**src/rtl/mmio_input_ctrl.sv**
```systemverilog
// Memory-mapped KEY/SW responder on the M-stage data bus: synchronizes pins, debounces SW,
// keeps sticky ready/overrun status with per-device interrupt enables and drives irq.
module mmio_input_ctrl #(
  parameter int                 DBITS     = 32,
  parameter logic [DBITS-1:0]   KEYBASE   = 32'hFFFFF080,
  parameter logic [DBITS-1:0]   SWBASE    = 32'hFFFFF090,
  parameter int                 DEBBITS   = 20,
  parameter logic [DEBBITS-1:0] DEBCYCLES = 20'd500000
) (
  input  logic             clk,
  input  logic             reset,
  input  logic [DBITS-1:0] bus_addr,
  input  logic [DBITS-1:0] bus_wrdata,
  input  logic             bus_we,
  input  logic             bus_re,
  output logic             bus_sel,
  output logic [DBITS-1:0] bus_rddata,
  input  logic [3:0]       KEY,
  input  logic [9:0]       SW,
  output logic             irq
);
  localparam logic [DBITS-1:0]   KDATA_A  = KEYBASE;
  localparam logic [DBITS-1:0]   KCTRL_A  = KEYBASE + DBITS'(4);
  localparam logic [DBITS-1:0]   SDATA_A  = SWBASE;
  localparam logic [DBITS-1:0]   SCTRL_A  = SWBASE + DBITS'(4);
  localparam logic [DEBBITS-1:0] DEB_LAST = DEBCYCLES - DEBBITS'(1);

  logic [3:0]         key_meta, key_state;
  logic [9:0]         sw_meta, sw_samp, sw_state;
  logic [DEBBITS-1:0] deb_cnt;
  logic [2:0]         kstat, sstat;  // {ie, ovr, ready}

  logic kchg, schg, sw_moving;
  logic krd_clr, srd_clr, kwr, swr;

  assign kchg      = (key_meta != key_state);
  assign sw_moving = (sw_meta != sw_samp);
  assign schg      = (sw_samp != sw_state) && (deb_cnt == DEB_LAST);

  assign krd_clr = bus_re && (bus_addr == KDATA_A);
  assign srd_clr = bus_re && (bus_addr == SDATA_A);
  assign kwr     = bus_we && (bus_addr == KCTRL_A);
  assign swr     = bus_we && (bus_addr == SCTRL_A);

  // A new event always wins over any clear in the same cycle; only a read-clear
  // racing the event suppresses overrun, since that read consumed the prior event.
  function automatic logic [2:0] stat_next(input logic [2:0] cur, input logic chg,
                                           input logic rd_clr, input logic wr,
                                           input logic [DBITS-1:0] wd);
    logic ie, ovr, rdy;
    ie  = wr ? wd[4] : cur[2];
    ovr = cur[1];
    if (chg && cur[0] && !rd_clr) ovr = 1'b1;
    else if (wr && !wd[2])        ovr = 1'b0;
    rdy = cur[0];
    if (chg)                            rdy = 1'b1;
    else if (rd_clr || (wr && !wd[0])) rdy = 1'b0;
    return {ie, ovr, rdy};
  endfunction

  always_ff @(posedge clk or posedge reset) begin
    if (reset) begin
      key_meta  <= '0;
      key_state <= '0;
      sw_meta   <= '0;
      sw_samp   <= '0;
      sw_state  <= '0;
      deb_cnt   <= '0;
      kstat     <= '0;
      sstat     <= '0;
      irq       <= 1'b0;
    end else begin
      key_meta  <= ~KEY;
      key_state <= key_meta;
      sw_meta   <= SW;
      sw_samp   <= sw_meta;
      // Sample about to change restarts the stability window.
      if (schg) begin
        sw_state <= sw_samp;
        deb_cnt  <= '0;
      end else if (sw_moving || (sw_samp == sw_state)) begin
        deb_cnt  <= '0;
      end else begin
        deb_cnt  <= deb_cnt + DEBBITS'(1);
      end
      kstat <= stat_next(kstat, kchg, krd_clr, kwr, bus_wrdata);
      sstat <= stat_next(sstat, schg, srd_clr, swr, bus_wrdata);
      irq   <= (kstat[0] & kstat[2]) | (sstat[0] & sstat[2]);
    end
  end

  always_comb begin
    bus_sel    = 1'b1;
    bus_rddata = '0;
    case (bus_addr)
      KDATA_A: bus_rddata = DBITS'(key_state);
      KCTRL_A: bus_rddata = DBITS'({kstat[2], 1'b0, kstat[1], 1'b0, kstat[0]});
      SDATA_A: bus_rddata = DBITS'(sw_state);
      SCTRL_A: bus_rddata = DBITS'({sstat[2], 1'b0, sstat[1], 1'b0, sstat[0]});
      default: bus_sel    = 1'b0;
    endcase
  end
endmodule

```
**config.mk**
```make
export PLATFORM = sky130hd
export DESIGN_NAME = mmio_input_ctrl
export DESIGN_NICKNAME = d
export VERILOG_FILES = /design/src/rtl/mmio_input_ctrl.sv
export SDC_FILE = /design/constraint.sdc
export NUM_CORES = 1
export LEC_CHECK = 0
export ABC_AREA = 1
export CORE_ASPECT_RATIO = 1.4
export CORE_MARGIN = 2
export CORE_UTILIZATION = 30
export CTS_BUF_LIST = sky130_fd_sc_hd__clkbuf_4 sky130_fd_sc_hd__clkbuf_8 sky130_fd_sc_hd__clkbuf_16
export DETAILED_ROUTE_END_ITERATION = 6
export SLEW_MARGIN = 20
export SYNTH_ARGS = -nofsm -noshare
export SYNTH_HDL_FRONTEND = slang
export SYNTH_SLANG_ARGS = --single-unit
```
**constraint.sdc**
```tcl
create_clock -name clk -period 2.3 [get_ports clk]
set_input_delay 0.345 -clock clk [delete_from_list [all_inputs] [get_ports clk]]
set_output_delay 0.345 -clock clk [all_outputs]
set_load 0.005 [all_outputs]
```
==> Word-level counts from Yosys, hierarchy flattened <==
Cells that the tools add are included.
{ "totals": {"mem_count": 0, "ff_bits": 65, "latch_bits": 0, "input_bits": 82, "ramBits": 0, "out_inout_bits": 34, "wordCells": 64, "romBits": 0} }
{ "classes": {"n_bitwise": 4, "div_mod_pow": 0, "n_lt_le_gt_ge": 0, "mux": 12, "add_sub_neg": 1, "reduce_logical": 25, "shifts": 0, "n_eq_ne": 9, "n_mul": 0} }
{ "op_table": {"columns": ["operator", "n"], "rows": [
  ["32-bit == test (second input constant)", 4],
  ["20-bit 2-to-1 mux", 2],
  ["10-bit one-hot mux with 4 select lines", 1],
  ["20-bit by 1-bit adder with 20-bit output (second input constant)", 1],
  ["20-bit by 19-bit == test with 1-bit output (second input constant)", 1],
  ["10-bit inequality test", 2],
  ["1-bit logical AND", 13],
  ["10-bit == test", 1],
  ["1-bit 2-to-1 mux", 9],
  ["2-bit nonzero test", 4],
  ["1-bit logical NOT", 4],
  ["4-bit inequality test", 1],
  ["4-bit NOT", 1],
  ["4-bit OR reduction", 1],
  ["1-bit logical OR", 3],
  ["1-bit AND", 2],
  ["1-bit bitwise OR", 1]
]} }

==> Logic depth before layout (Yosys ltp) <==
{ "logic_depth": {"ltp_word": 6, "ltp_mapped": 11, "mapped_depth_nobuf": 10} }

==> Least setup slack after synthesis <==
Ideal clock, no wire load.
{ "synth_timing": {"path_type": "in2out", "from": "input port bus_addr[17]", "to": "output port bus_rddata[4]", "slack_ns": 0.755, "arrival_ns": 1.200, "path_buffers": 1, "cell_stages": 7, "t_required_ns": 1.955, "path_cell_list": "nand2_1 nor2_1 nand2_1 nor2_2 buf_4 nand3_1 o211ai_1"} }
{ "synth_between": {"elab_chain_cells": 2} }
{ "synth_lines": {"columns": ["item", "line_no", "source"], "rows": [
  ["start, declared", "12", "input logic [DBITS-1:0] bus_addr,"],
  ["32-bit == test", "95", "case (bus_addr)"],
  ["10-bit one-hot mux with 4 select lines (*)", "95", null],
  ["end, declared", "17", "output logic [DBITS-1:0] bus_rddata,"]
]} }
Mark *: on every way between the ends. The rest lies on a longest branch, timed or not.

==> Worst setup path after layout <==
{ "layout_timing": {"from": "input port bus_addr[27]", "to": "output port bus_rddata[2]"} }
Same word-level chain as after synthesis.

==> summary.md <==
| Metric | Value |
|---|---|
| Outcome | `finished, final reports clean` |
| Wirelength per Cell | `around 12 um` |
| Period minus WS final | `roughly 2200 ps` |
| Die width | `~96 um` |
| Final Cycle Share | `0.963` |
| Pwr per Cell Area | `about 560 mW/mm^2` |
| Overall Power | `about 2.7 mW` |
| Die Area | `around 0.013 sq mm` |
| Finish-stage setup viols | `0` |
| Setup crit end | `bus_rddata[2]` |
| Placed Cells | `~680` |
| P_leak | `~2.3 nW` |
| Crit-path cells | `clkdlybuf4s50_1 -> nand2_1 -> nor2_1 -> nand2_1 -> nor2_4 -> buf_6 -> buf_6 -> buf_4 -> nand3_1 -> nand4_1 -> buf_2` |
| Core area | `between 0.01 and 0.015 sq mm` |
| Port bufs | `64` |
| Origin of the critical flop-to-flop path | `deb_cnt[0]` |
| Nets | `between 600 and 700` |
| First-pass GRT wire length | `roughly 14000 um` |
| CTS sink count | `65` |
| Highest clock rate | `451 MHz` |
| Vias/cell | `around 4.3` |
| TritonCTS Buffers | `9` |
| Clock Skew | `5.35 ps` |
| Syn Area/Cell | `7.66 sq um` |
| Largest net degree at the start of global routing | `46` |
| Worst VDD drop | `347 uV` |
| Max cap viols | `0` |
| Cells on worst reg2reg path | `8` |
| RSZ-0062 raised after global routing | `true` |
| Crit-path max FO | `8` |
| Area added between synthesis and finish | `34.3%` |
| Max clock buf depth | `2` |
| Mapped Area | `about 0.0035 sq mm` |
| Worst setup path startpoint | `bus_addr[27]` |
| Yosys cell types | `26` |
| DRT antenna net count | `0` |
| Total iterations of the first detailed-routing run | `5` |
| Worst hold-check path type | `in -> async` |
| Vias in the first global route | `~3100` |
| Worst skew pair latency | `approximately 330 ps` |
| Crit. End Element | `primary output` |
| CP Data Arrival Time | `between 1500 and 2000 ps` |
| CTS tree | `built` |
| Sequential share of the synthesized area | `0.460` |
| Initial drt markers | `~120` |
| Final hold vios | `0` |
| Critical path class | `in -> out` |
| Via Count | `~3000` |
| Initial antenna violation count | `0` |
| Count of pins over their slew limit | `0` |
| Initial Util | `0.310` |
| Reg2reg setup slack | `approximately 660 ps` |
| Ports | `approximately 120` |
| Routed WL | `around 8300 um` |
| H-tree depth | `3` |
| Critical R2R Capture | `deb_cnt[7]` |
| Gpl congestion | `around 0.9` |
| DRC | `0` |
| GRT Overall Usage | `0.138` |
| CP peak stage delay | `about 460 ps` |
| Synthesized flop and latch total | `65` |
| Final HPWL DP | `6110 um` |
| Non-Filler Instances | `~700` |
| Die H | `about 130 um` |
| Num rows | `46` |
| Clk slew on worst S/H paths | `about 50 ps` |
| Syn. warnings | `0` |
| WP data required | `just under 2000 ps` |
| CP startpoint kind | `primary input` |
| Antenna Cells | `0` |
| Cts hold-fix bufs | `0` |
| Fraction of layout cells with a size suffix above 1 | `0.133` |
| Crit-path slowest cell | `clkdlybuf4s50_1` |
| Synthesized instance count | `461` |
| GRT overflow | `0` |
| CTS root buffer | `clkbuf_16` |
## layout make-up
type                    count  area (sq um)
inverters                  69           259
multi-input cells         323          1580
repair buffers             84           815
clock buffers              14           275
clock inverters             2          12.5
fillers                  1147          6650
flip-flops and latches     65          1630
well taps                 144           180
## routing by layer
metal	routed length, um	vias to the layer above	GRT usage
met5	0	-	0
met4	253	0	0.0683
met3	556	21	0.0399
met2	4310	91	0.248
met1	3170	1375	0.140
li1	-	1535	-
## metrics by stage
step | area, sq um | setup WS [ps] | TNS [ps] | hold slack (ps) | util
6_report | 4740 | 84.6 | 0 | 352 | 0.416
3_5_place_dp | 4320 | -330 | -2930 | 388 | 0.379
2_1_floorplan | 3610 | 329 | 0 | 372 | -
4_1_cts | 4680 | -218 | -697 | 364 | 0.411
3_3_place_gp | 4320 | -268 | -2390 | 380 | 0.379
5_1_grt | 4740 | -23.2 | -33.3 | 398 | 0.416
## registers in the layout, summed over array words and instances, names as in the netlist
register and flops:
sw_state 10, sw_meta 10, kstat 3, sw_samp 10, irq 1, key_state 4
deb_cnt 20, sstat 3, key_meta 4
## worst min path at each step
| stage | end | slack (ps) | depth (start not counted) |
|---|---|---|---|
| finish | deb_cnt[14] | 350 | 2 |
| global route | sw_meta[0] | 400 | 2 |
| CTS | deb_cnt[11] | 360 | 2 |
| detailed placement | key_state[3] | 390 | 0 |
| global placement | sw_samp[7] | 380 | 0 |
| floorplan | key_state[0] | 370 | 0 |
## timing repair
item,in CTS,in global routing
endpoints found under the hold margin,0,0
gates resized for setup,25,20
buffers inserted,3,6
setup endpoints to repair,11,10
pin swaps,5,9
cloned,1,0
## cells in the final DEF, fill, tap and decap left out, types with 2 or more instances in the layout
cell             instances
nand2_1                133
inv_1                   65
dfrtp_1                 65
nor2_1                  57
clkdlybuf4s50_1         53
nand3_1                 28
conb_1                  22
xor2_1                  21
nor2_2                  16
buf_4                   15
nand4_1                  9
clkbuf_16                9
xnor2_1                  6
inv_2                    4
nor3_1                   4
nor2_4                   4
o21ai_1                  4
o21ai_0                  4
dlymetal6s2s_1           4
nand2_2                  3
clkbuf_4                 3
buf_2                    3
buf_6                    3
nand3_2                  2
nor3_2                   2
nand2_4                  2
clkbuf_8                 2
dlygate4sd2_1            2
buf_12                   2
## kinds of logic (layout without fill, tap and decap cells)
kind of cell               count (synthesis)  after routing  synth area share
adders and majority gates                  1              1           0.00354
xor gates and xnor gates                  27             27            0.0669
and+or+nand+nor                          262            263             0.320
DFF                                       65             65             0.460
AOI/OAI and AO/OA                         10             10            0.0159
other                                      1             22           0.00106
buffers and inverters                     95            169             0.132
## cell usage after synthesis
| library cell | count | area (sq um) |
|---|---|---|
| nand3_2 | 1 | 10.0 |
| dfrtp_1 | 65 | 1630 |
| conb_1 | 1 | 3.75 |
| inv_1 | 66 | 248 |
| buf_4 | 24 | 180 |
| nand3_4 | 1 | 17.5 |
| nor2_4 | 1 | 11.3 |
| buf_6 | 1 | 11.3 |
| xor2_1 | 21 | 184 |
| buf_8 | 1 | 15.0 |
| nor3b_1 | 1 | 7.51 |
| o21ai_0 | 8 | 40.0 |
| nand3_1 | 29 | 145 |
| nor3_1 | 4 | 20.0 |
| o211ai_1 | 1 | 7.51 |
| nand4_1 | 9 | 56.3 |
| nor2_2 | 12 | 75.1 |
| nand2_1 | 134 | 503 |
| xnor2_1 | 6 | 52.6 |
| ha_1 | 1 | 12.5 |
| nor3_2 | 2 | 20.0 |
| nor2_1 | 64 | 240 |
| nand3b_1 | 1 | 7.51 |
| a22o_1 | 1 | 8.76 |
| nand2_2 | 3 | 18.8 |
| inv_2 | 3 | 11.3 |
## critical path: cells and delay by family
family,cells,cell delay [ps]
buffers and inverters,5,950
and+or+nand+nor,6,570
## report_power, final
group | switching (mW) | leakage (nW) | total [mW] | internal [mW]
registers | 0.0231 | 0.828 | 1.19 | 1.17
logic | 0.0848 | 1.37 | 0.194 | 0.109
clock network | 0.460 | 0.143 | 1.28 | 0.822
Note: power is estimated with default switching activity, not from simulation.
==> RTL change, RTL diff (config.mk and constraints unchanged) <==
Register the input `bus_addr` before use, without a reset. The logic sees it one clock later. The other inputs are not delayed to match.
--- a/src/rtl/mmio_input_ctrl.sv
+++ b/src/rtl/mmio_input_ctrl.sv
@@ -25,6 +25,12 @@
   localparam logic [DBITS-1:0]   SCTRL_A  = SWBASE + DBITS'(4);
   localparam logic [DEBBITS-1:0] DEB_LAST = DEBCYCLES - DEBBITS'(1);
 
+  logic [DBITS-1:0] bus_addr_q;
+
+  always_ff @(posedge clk) begin
+    bus_addr_q <= bus_addr;
+  end
+
   logic [3:0]         key_meta, key_state;
   logic [9:0]         sw_meta, sw_samp, sw_state;
   logic [DEBBITS-1:0] deb_cnt;
@@ -37,10 +43,10 @@
   assign sw_moving = (sw_meta != sw_samp);
   assign schg      = (sw_samp != sw_state) && (deb_cnt == DEB_LAST);
 
-  assign krd_clr = bus_re && (bus_addr == KDATA_A);
-  assign srd_clr = bus_re && (bus_addr == SDATA_A);
-  assign kwr     = bus_we && (bus_addr == KCTRL_A);
-  assign swr     = bus_we && (bus_addr == SCTRL_A);
+  assign krd_clr = bus_re && (bus_addr_q == KDATA_A);
+  assign srd_clr = bus_re && (bus_addr_q == SDATA_A);
+  assign kwr     = bus_we && (bus_addr_q == KCTRL_A);
+  assign swr     = bus_we && (bus_addr_q == SCTRL_A);
 
   // A new event always wins over any clear in the same cycle; only a read-clear
   // racing the event suppresses overrun, since that read consumed the prior event.
@@ -92,7 +98,7 @@
   always_comb begin
     bus_sel    = 1'b1;
     bus_rddata = '0;
-    case (bus_addr)
+    case (bus_addr_q)
       KDATA_A: bus_rddata = DBITS'(key_state);
       KCTRL_A: bus_rddata = DBITS'({kstat[2], 1'b0, kstat[1], 1'b0, kstat[0]});
       SDATA_A: bus_rddata = DBITS'(sw_state);
Formal check against the unedited RTL: not equivalent (Yosys sat finds a counterexample within 4 cycles, from zero or initial values and one cycle with reset high).
==> RTL change against the original RTL <==
Critical path depth decreased by 2; synthesized cell count increased by 5.2%; core utilization decreased by 1.7 points; routed wire length increased by 4.9%; setup slack improved by 48 ps; first-iteration DRC count increased by 32%; sequential cell count increased by 32; power increased by 30%; non-clock buffer count decreased by 6; maximum frequency increased by 2.2%; final area increased by 13%; area after synthesis increased by 18%; combinational power decreased by 4%.
==> RTL change: results (changes against the original RTL) <==
metric,value,unit,change
outcome,"complete, no violations",,
"Clk Latency, worst-skew pair",340,ps,
placed wire-length estimate,6380,um,+4.3%
CTS Buf Count,9,,unchanged
Detailed Route WL,8700,um,+4.9%
"Max FO, Critical Path",7,,-1
All-Layer GR Usage,12.4,%,-1.4 points
"Seq/Total Area, Yosys",54.5,%,+8.5 points
vias in the first global route,3197,,+4.7%
# port buffers,64,,unchanged
r2r startpoint,deb_cnt[0],,
DRT iter0 DRCs,164,,+32%
Synth async-reset ratio,67.0,%,-33 points
Top Registers,"bus_addr_q x32, deb_cnt x20",,
hold slack,391,ps,+38.3 ps
largest net degree at the start of global routing,66,,+43%
CTS H-Tree Depth,3,,unchanged
leakage,2.47,nW,+5.4%
antenna cells,0,,unchanged
CP Data Arrival Time,1820,ps,-50 ps
clock skew,7.52,ps,+2.18 ps
Area after DPL,4950,um2,+15%
CP startpoint,bus_addr_q[21],,
first-pass GRT wire length,14500,um,+7.1%
fillers,1343,,+17%
largest cells by area after synthesis,"dfrtp_1, dfxtp_1, nand2_1, nor2_1, inv_1",,
Worst-path clk slew,70,ps,+20 ps
Worst VDD drop,0.000329,V,-5.1%
register-to-register setup slack,610,ps,-50 ps
CTS Root Cell,clkbuf_16,,
Place WS,172,ps,+502 ps
sw power,0.763,mW,+34%
drt pass-1 iters,4,,-1
"Distinct cells, synth",28,,+7.7%
Synth Warn #,0,,unchanged
fraction of layout cells with a size suffix above 1,11.5,%,-1.8 points
final worst slack,133,ps,+48.3 ps
Post-synth top cells,"nand2_1, dfrtp_1, nor2_1",,
Vias/cell,4.23,,-1.9%
gpl congestion,0.820,,-9.2%
Nets,652,,+2.7%
==> RTL change: logic make-up after synthesis <==
family | count (synthesis) | synth area share, %
fa+ha+maj | 1 | 0.301
xor+xnor | 27 | 5.68
other cells | 1 | 0.0901
buf+inv | 88 | 10.7
simple gates | 259 | 27.2
compound gates | 12 | 1.59
flops | 97 | 54.5
==> RTL change: timing repair <==
item / CTS / global route
pin swaps: 3 / 4
hold buffers: 0 / 0
setup buffers: 3 / 4
resized for setup: 21 / 13
endpoints found under the setup margin: 11 / 3
gates cloned: 1 / 0
==> RTL change: routing by layer <==
layer	vias up	track usage [%]	wire length, um
met5	-	0	0
met4	0	6.69	219
met3	17	3.22	387
met2	93	22.3	4470
met1	1476	13.4	3620
li1	1610	-	-
==> RTL change: final timing paths <==
path | endpoint | cells after the start
worst max-delay path | bus_rddata[0] | 9
worst min-delay path | key_meta[2] | 3
worst max register to register | deb_cnt[12] | 7
worst min register to register | key_state[0] | 0
max in group asynchronous | sw_state[6] | 3
min in group clk | key_state[0] | 0
==> RTL change: layout make-up <==
class	count	share of cell area, %
well taps	182	4.24
inverters	62	4.33
clock inverters	4	0.559
clock buffers	12	5.05
flip-flops and latches	97	42.2
repair buffers	78	14.1
multi-input cells	321	29.5
==> RTL change: power by group through the flow <==
stage / clock network, mW / registers [mW] / logic (mW)
final: 1.50 / 1.78 / 0.186
after global routing: 1.63 / 1.79 / 0.209
after CTS: 1.56 / 1.78 / 0.189
after detailed placement: 0 / 1.82 / 0.187
after global placement: 0 / 1.82 / 0.184
after floorplan: 0 / 1.81 / 0.105
==> RTL change: critical path, cell delays in order (launching register included) <==
cell and delay [ps]:
dfxtp_1 310, nand2_1 60, nor2_2 100, nand2_1 100, nor2_4 220, buf_6 160
buf_4 110, nand3_1 70, nand4_1 100, dlygate4sd2_1 240
==> RTL change: metrics by stage <==
step	utilization, %	std cells
2_1_floorplan	-	506
3_3_place_gp	36.8	732
3_5_place_dp	36.8	732
4_1_cts	39.5	752
5_1_grt	39.9	756
6_report	39.9	756
